--- src/rtl/rv32_hart_pc_sched.sv ---
// Per-hart PC scheduler for the barrel RV32 core: round-robin issue of one hart's
// PC per cycle to fetch, and write-back of the commit-time next PC into that hart.
module rv32_hart_pc_sched #(
  parameter int          NUM_HARTS = 8,
  parameter int          HART_W    = $clog2(NUM_HARTS),
  parameter logic [31:0] RESET_PC  = 32'h0000_0000
) (
  input  logic                 clk,
  input  logic                 rst,
  input  logic [NUM_HARTS-1:0] hart_en,
  input  logic                 fetch_stall,
  output logic                 fetch_valid,
  output logic [HART_W-1:0]    fetch_hart_id,
  output logic [31:0]          fetch_pc,
  input  logic                 cmt_valid,
  input  logic [HART_W-1:0]    cmt_hart_id,
  input  logic                 cmt_has_new_pc,
  input  logic [31:0]          cmt_next_pc,
  output logic [NUM_HARTS-1:0] hart_busy,
  output logic                 misalign_err,
  output logic                 spurious_cmt
);

  logic [31:0]          pc_q [NUM_HARTS];
  logic [NUM_HARTS-1:0] busy_q;
  logic [HART_W-1:0]    last_id_q;

  logic [NUM_HARTS-1:0] eligible;
  logic [NUM_HARTS-1:0] busy_d;
  logic [HART_W-1:0]    sel_id;
  logic [HART_W-1:0]    idx;
  logic                 found;
  logic                 load;
  logic                 cmt_ok;
  logic [31:0]          cmt_pc;

  // Offer handshake: fetch_valid/fetch_hart_id/fetch_pc form an offer that is
  // consumed on any edge where fetch_stall is low; while fetch_valid=1 and
  // fetch_stall=1 the offer holds stable and no new hart is searched or marked busy.
  assign load = !fetch_valid || !fetch_stall;

  always_comb begin
    eligible = hart_en & ~busy_q;
    found    = 1'b0;
    sel_id   = last_id_q;
    idx      = last_id_q;
    // Search order last_id+1 .. last_id+NUM_HARTS; the id width wraps modulo NUM_HARTS.
    for (int i = 1; i <= NUM_HARTS; i++) begin
      idx = last_id_q + HART_W'(i);
      if (!found && eligible[idx]) begin
        found  = 1'b1;
        sel_id = idx;
      end
    end
  end

  assign cmt_ok = cmt_valid && busy_q[cmt_hart_id];
  assign cmt_pc = cmt_has_new_pc ? {cmt_next_pc[31:2], 2'b00}
                                 : pc_q[cmt_hart_id] + 32'd4;

  // Issued hart is never busy and committed hart always is, so the two never collide.
  always_comb begin
    busy_d = busy_q;
    if (load && found) busy_d[sel_id] = 1'b1;
    if (cmt_ok) busy_d[cmt_hart_id] = 1'b0;
  end

  always_ff @(posedge clk or posedge rst) begin
    if (rst) begin
      for (int h = 0; h < NUM_HARTS; h++) pc_q[h] <= RESET_PC;
      busy_q        <= '0;
      last_id_q     <= HART_W'(NUM_HARTS - 1);
      fetch_valid   <= 1'b0;
      fetch_hart_id <= '0;
      fetch_pc      <= '0;
      misalign_err  <= 1'b0;
      spurious_cmt  <= 1'b0;
    end else begin
      busy_q <= busy_d;
      if (load) begin
        if (found) begin
          fetch_valid   <= 1'b1;
          fetch_hart_id <= sel_id;
          fetch_pc      <= pc_q[sel_id];
          last_id_q     <= sel_id;
        end else begin
          fetch_valid <= 1'b0;
        end
      end
      if (cmt_ok) pc_q[cmt_hart_id] <= cmt_pc;
      misalign_err <= cmt_ok && cmt_has_new_pc && (cmt_next_pc[1:0] != 2'b00);
      spurious_cmt <= cmt_valid && !busy_q[cmt_hart_id];
    end
  end

  assign hart_busy = busy_q;

endmodule

--- config.mk ---
export PLATFORM = sky130hd
export DESIGN_NAME = rv32_hart_pc_sched
export DESIGN_NICKNAME = d
export VERILOG_FILES = /design/src/rtl/rv32_hart_pc_sched.sv
export SDC_FILE = /design/constraint.sdc
export NUM_CORES = 1
export LEC_CHECK = 0
export ABC_AREA = 1
export CORE_ASPECT_RATIO = 0.5
export CORE_MARGIN = 2
export CORE_UTILIZATION = 54
export CTS_CLUSTER_DIAMETER = 200
export DETAILED_ROUTE_END_ITERATION = 12
export PLACE_DENSITY = 0.74
export SLEW_MARGIN = 30
export SYNTH_ARGS = -nofsm -noshare
export SYNTH_HDL_FRONTEND = slang
export SYNTH_SLANG_ARGS = --single-unit
--- constraint.sdc ---
create_clock -name clk -period 18.8 [get_ports clk]
set_input_delay 3.76 -clock clk [delete_from_list [all_inputs] [get_ports clk]]
set_output_delay 3.76 -clock clk [all_outputs]
set_load 0.02 [all_outputs]
==> impl_metrics.csv, run 1 <==
group,metric,value,unit
yosys,synth_area,18000,µm²
die,io_pins,94,
setup_path,worstPathRequired,19.22,ns
yosys,synth_cell_types,47,
yosys,synthFlopType,"dfrtp_1",
clocking,post_cts_resized,0,
global_route,grtUsageTotal,0.361,
yosys,synth_compound_area_frac,0.0776,
sta,fin_crit,7.81,ns
placed_design,gp_congestion,0.977,
global_route,grt_max_degree,94,
yosys,synth_xor_area_frac,0.00819,
layout,final_common_cell,"nand2_1",
clocking,cts_sinks,305,
placed_design,place_ws,9.77,ns
layout,n_antenna_cell,0,
setup_path,startpoint_type,"input pin",
yosys,syn_nets,2742,
die,die_area,35000,µm²
route,vias_per_cell,5.93,
global_route,antenna_found_initial,0,
yosys,synthMuxAreaShare,0,
sta,tns,0,ns
setup_path,rrSetupSlack,13.44,ns
clocking,cts_tree,"yes",
min_path,min_path_cells,2,
setup_path,cp_max_fo,41,
global_route,grt.met2_usage,0.530,
die,start_util,0.547,
layout,final_nets,2749,
placed_design,dp_cells,3106,
clocking,cts_buffer_depth,3,
yosys,synth_seq_area_share,0.424,
setup_path,cp-end-kind,"register",
global_route,grt_pass1_wl,98800,µm
sta,rsz0062_at_grt,"false",
sta,hold_viol_final,0,
yosys,syn-mean-instance-area,6.70,µm²
yosys,yosysWarningCount,0,
layout,synthToLayoutAreaGrowth,12.3,%
sta,relSlewSlack,0.311,
run,max_cap_violations,0,
setup_path,rr_worst_depth,18,
yosys,synthCells,2691,
yosys,synth_top_family_by_area,"simple AND/OR/NAND/NOR gates",
clocking,cts_hold_buf,0,
route,dr.pass1.iters,7,
route,wl_per_cell,20.0,µm
die,dieHeight,133,µm
min_path,hold_class,"reg -> reg",
route,drt_iter0_markers,2726,
global_route,gr-total-overflow,0,
global_route,met1_usage,0.535,
die,die_width,262,µm
sta,setup_ws,10.99,ns
clocking,htree_levels,1,
sta,worstMarginPinSlew,1.03,ns
yosys,synth_adder_area_share,0.00208,
clocking,cts_made_buffers,29,
sta,slew_viol_final,0,
layout,layout_common_cells,"nand2_1 (1365), dfrtp_1 (302), nand3_1 (265), nor2_1 (124), inv_1 (114)",
sta,period_share,0.415,
die,row_count,47,
yosys,synth_edf_count,0,
sta,fin_skew,0.00987,ns
placed_design,place_hpwl,39800,µm
clocking,clk_pin_slew,0.07,ns
yosys,synth_simple_gate_area_frac,0.418,
route,wirelength,63300,µm
status,status,"finished clean",
global_route,grt_pass1_vias,17000,
route,route.detailed.drc,0,
global_route,grtUsageMet3,0.0854,
global_route,top_usage_layer,"met1",
yosys,synth-seq-cells,305,
sta,setup_viol,0,
sta,maxClockFrequency,0.128,GHz
setup_path,crit_type,"in -> reg",
layout,stdcell_count,3161,
clocking,post_cts_buffers,0,
yosys,async_flop_share,1.00,
placed_design,port_buffers,93,
clocking,clk_latency,0.57,ns
route,ant_nets,0,
setup_path,worstPathArrival,8.23,ns
die,coreArea,33000,µm²
route,num_vias,18700,
layout,drive_gt1_frac,0.0610,
clocking,cts_root_buf,"clkbuf_16",
==> per-layer routing <==
| layer | up-vias | share of wire |
|---|---|---|
| li1 | 8562 | - |
| met2 | 1270 | 0.41 |
| met5 | - | 0 |
| met3 | 131 | 0.14 |
| met1 | 8769 | 0.42 |
| met4 | 0 | 0.027 |
==> worst paths after layout <==
path	startpoint	endpoint
worst min-delay path	fetch_pc[6]	fetch_pc[6]
worst min register to register	fetch_pc[6]	fetch_pc[6]
worst max-delay path	cmt_hart_id[1]	pc_q[167]
max in group asynchronous	rst	pc_q[184]
worst max register to register	last_id_q[0]	hart_busy[2]
min in group asynchronous	rst	fetch_pc[8]
==> area by class of cell <==
cell class              count  area [µm²]
repair buffers            126        1220
clock buffers              43         868
inverters                 142         541
multi-input cells        2094        9220
well taps                 441         552
flip-flops and latches    305        7640
clock inverters            10         200
fillers                  3043       12700
==> cell usage after synthesis, types with 23 or more instances <==
| cell type | n | area [µm²] |
|---|---|---|
| o21ai_0 | 89 | 445 |
| o22ai_1 | 30 | 188 |
| nand2_1 | 1367 | 5130 |
| nand4_1 | 24 | 150 |
| o21ai_1 | 38 | 190 |
| clkbuf_1 | 71 | 267 |
| buf_2 | 54 | 270 |
| inv_1 | 117 | 439 |
| dfrtp_1 | 302 | 7560 |
| a21oi_1 | 23 | 115 |
| nand3_1 | 265 | 1330 |
| nor2_1 | 133 | 499 |
==> critical path: stages <==
cell and delay (ns):
clkdlybuf4s50_1 0.52, inv_2 0.14, nand3_2 0.59, inv_2 0.72, nand2_1 0.09, o2111ai_1 0.16, nand2_1 0.50, nor2_4 0.21
buf_4 0.52, inv_1 0.45, buf_4 0.34, nand2_1 0.09, o21ai_0 0.08
==> sequential cells by signal (all words and copies together) (netlist names) <==
| signal | cells |
|---|---|
| spurious_cmt | 1 |
| last_id_q | 3 |
| fetch_hart_id | 3 |
| hart_busy | 8 |
| fetch_valid | 1 |
| misalign_err | 1 |
| fetch_pc | 32 |
| pc_q | 256 |
==> cell families after synthesis <==
group                      after synthesis
adders and majority gates                3
DFF                                    305
AOI/OAI and AO/OA                      237
buffers and inverters                  292
and+or+nand+nor                       1841
xor gates and xnor gates                13
==> metrics by stage <==
stage                     utilization  hold slack [ns]  cell area, µm²
final                           0.614            0.479           20200
after global routing            0.614            0.494           20200
after CTS                       0.612            0.482           20200
after detailed placement        0.579            0.464           19100
after global placement          0.579            0.463           19100
after floorplan                     -            0.449           18000
Power of run 1 is left out: the tool's default activity adds up to more than one toggle a clock period on the data nets, which glitch-free logic cannot reach.
==> inputs of run 2 (changes only) <==
clock period = 7.6 ns   (was 18.8 ns; I/O delays follow)
==> run 2 against run 1 <==
  * Register-to-register slack worse by 11 ns
  * Flip-flop and latch count unchanged
  * Final cell count up 0.28%
  * Wire length up 5.3%
  * Setup slack worse by 8.9 ns
  * Critical path depth up 9
  * Global-route usage up 1.8 points
  * Core utilization down 0.091 points
  * Critical path type is now reg -> reg
  * Largest cell class unchanged
  * Highest routed layer unchanged
==> impl_metrics.csv, run 2 (same netlist as run 1, synthesis figures left out) <==
group,metric,value,unit
placed_design,place_hpwl,40300,µm
route,route.detailed.drc,0,
clocking,cts_tree,"yes",
placed_design,dp_cells,3117,
layout,stdcell_count,3170,
clocking,cts_root_buf,"clkbuf_16",
sta,setup_viol,0,
global_route,grt_pass1_vias,17500,
clocking,post_cts_buffers,0,
placed_design,gp_congestion,0.958,
min_path,hold_class,"reg -> reg",
layout,largest_register_ffs,256,
route,vias_per_cell,5.99,
clocking,cts_sinks,305,
route,num_vias,19000,
sta,slew_viol_final,0,
die,coreArea,33000,µm²
setup_path,cpPeakStageDelay,0.92,ns
global_route,grt_max_degree,142,
placed_design,place_ws,1.85,ns
layout,n_antenna_cell,0,
run,max_cap_violations,0,
clocking,clk_pin_slew,0.07,ns
layout,fin_area,20200,µm²
sta,hold_viol_final,0,
die,die_width,262,µm
sta,tns,0,ns
setup_path,cp-end-kind,"register",
setup_path,worstPathArrival,5.98,ns
die,start_util,0.547,
clocking,htree_levels,1,
global_route,gr-total-overflow,0,
layout,synthToLayoutAreaGrowth,12.1,%
status,status,"finished clean",
sta,relSlewSlack,0.298,
clocking,clk_latency,0.59,ns
global_route,grt_pass1_wl,102000,µm
sta,fin_crit,5.46,ns
layout,nFillCells,3066,
sta,period_share,0.719,
placed_design,port_buffers,93,
global_route,antenna_found_initial,0,
clocking,post_cts_resized,0,
layout,layout_common_cells,"nand2_1 (1364), dfrtp_1 (302), nand3_1 (265), nor2_1 (124), inv_1 (114)",
layout,largest-register,"pc_q",
route,ant_nets,0,
setup_path,worstPathRequired,8.12,ns
sta,rsz0062_at_grt,"false",
setup_path,startpoint_type,"register",
layout,final_common_cell,"nand2_1",
setup_path,cp_cell_sequence,"inv_2 -> ha_1 -> inv_2 -> nand3_1 -> nand2_2 -> nand2_1 -> nand2_1 -> nand3_2 -> nor2_4 -> nand3_1 -> nand2_1 -> nand2_4 -> nand2_4 -> buf_4 -> nand2_1 -> nand2_1 -> nand2_1 -> nand2_1 -> nand2_1 -> nand2_1 -> nand2_1 -> nand2_1",
layout,drive_gt1_frac,0.0641,
sta,worstMarginPinSlew,1.05,ns
route,wl_per_cell,21.0,µm
setup_path,cp_max_fo,75,
clocking,cts_made_buffers,30,
die,dieHeight,133,µm
layout,final_nets,2759,
route,drt_iter0_markers,2952,
sta,fin_skew,0.0137,ns
die,die_area,35000,µm²
die,io_pins,94,
clocking,cts_hold_buf,0,
setup_path,crit_top_cell,"nand2_1",
setup_path,crit_type,"reg -> reg",
route,wirelength,66700,µm
clocking,cts_buffer_depth,3,
die,row_count,47,
route,dr.pass1.iters,7,
setup_path,cpMaxStageDelayCell,"nand2_4",
sta,setup_ws,2.14,ns
placed_design,place_area,19200,µm²
sta,maxClockFrequency,0.183,GHz
global_route,grtUsageTotal,0.379,
## run 2: changes by cell type in the layout (fill, tap and decap cells not counted), moves of 2 or more
cell | previous run | this run
buf_4 | 28 | 40
clkbuf_8 | 9 | 4
clkinv_2 | 4 | 8
clkinvlp_4 | 0 | 3
buf_16 | 2 | 0
buf_6 | 3 | 1
bufinv_16 | 6 | 4
clkbuf_16 | 29 | 31
nand2_2 | 4 | 6
## run 2: layout make-up
type                       count  area (µm²)  share of cell area
multi-input combinational   2094        9210               0.456
sequential                   305        7640               0.378
timing repair buffer         135        1260              0.0622
clock buffer                  40         850              0.0420
tap                          441         552              0.0273
inverter                     142         538              0.0266
clock inverter                13         170             0.00842
## run 2: per-layer routing
layer / up-vias / track usage / share of wire
li1: 8573 / - / -
met1: 8795 / 0.543 / 0.41
met2: 1367 / 0.553 / 0.41
met3: 250 / 0.0841 / 0.13
met4: 0 / 0.163 / 0.045
met5: - / 0 / 0
## run 2: final timing paths
| kind | end | startpoint | depth (start not counted) | slack [ns] |
|---|---|---|---|---|
| max in group asynchronous | pc_q[161] | rst | 3 | 4.90 |
| min in group asynchronous | fetch_pc[2] | rst | 2 | 1.42 |
| max | fetch_pc[31] | last_id_q[0] | 22 | 2.14 |
| min | fetch_hart_id[2] | fetch_hart_id[2] | 2 | 0.48 |
| min reg2reg | fetch_hart_id[2] | fetch_hart_id[2] | 2 | 0.48 |
| max reg2reg | fetch_pc[31] | last_id_q[0] | 22 | 2.14 |
## run 2: through the flow
| step | utilization | hold WS, ns |
|---|---|---|
| floorplan | - | 0.449 |
| global placement | 0.581 | 0.463 |
| detailed placement | 0.582 | 0.466 |
| CTS | 0.613 | 0.483 |
| global route | 0.613 | 0.498 |
| finish | 0.613 | 0.480 |
## run 2: critical path: cells and delay by family (launching register included)
kind | cells | cell delay (ns)
buf+inv | 3 | 1.00
simple gates | 18 | 3.02
fa+ha+maj | 1 | 0.48
flops | 1 | 0.75
Power of run 2 is left out for the same reason.
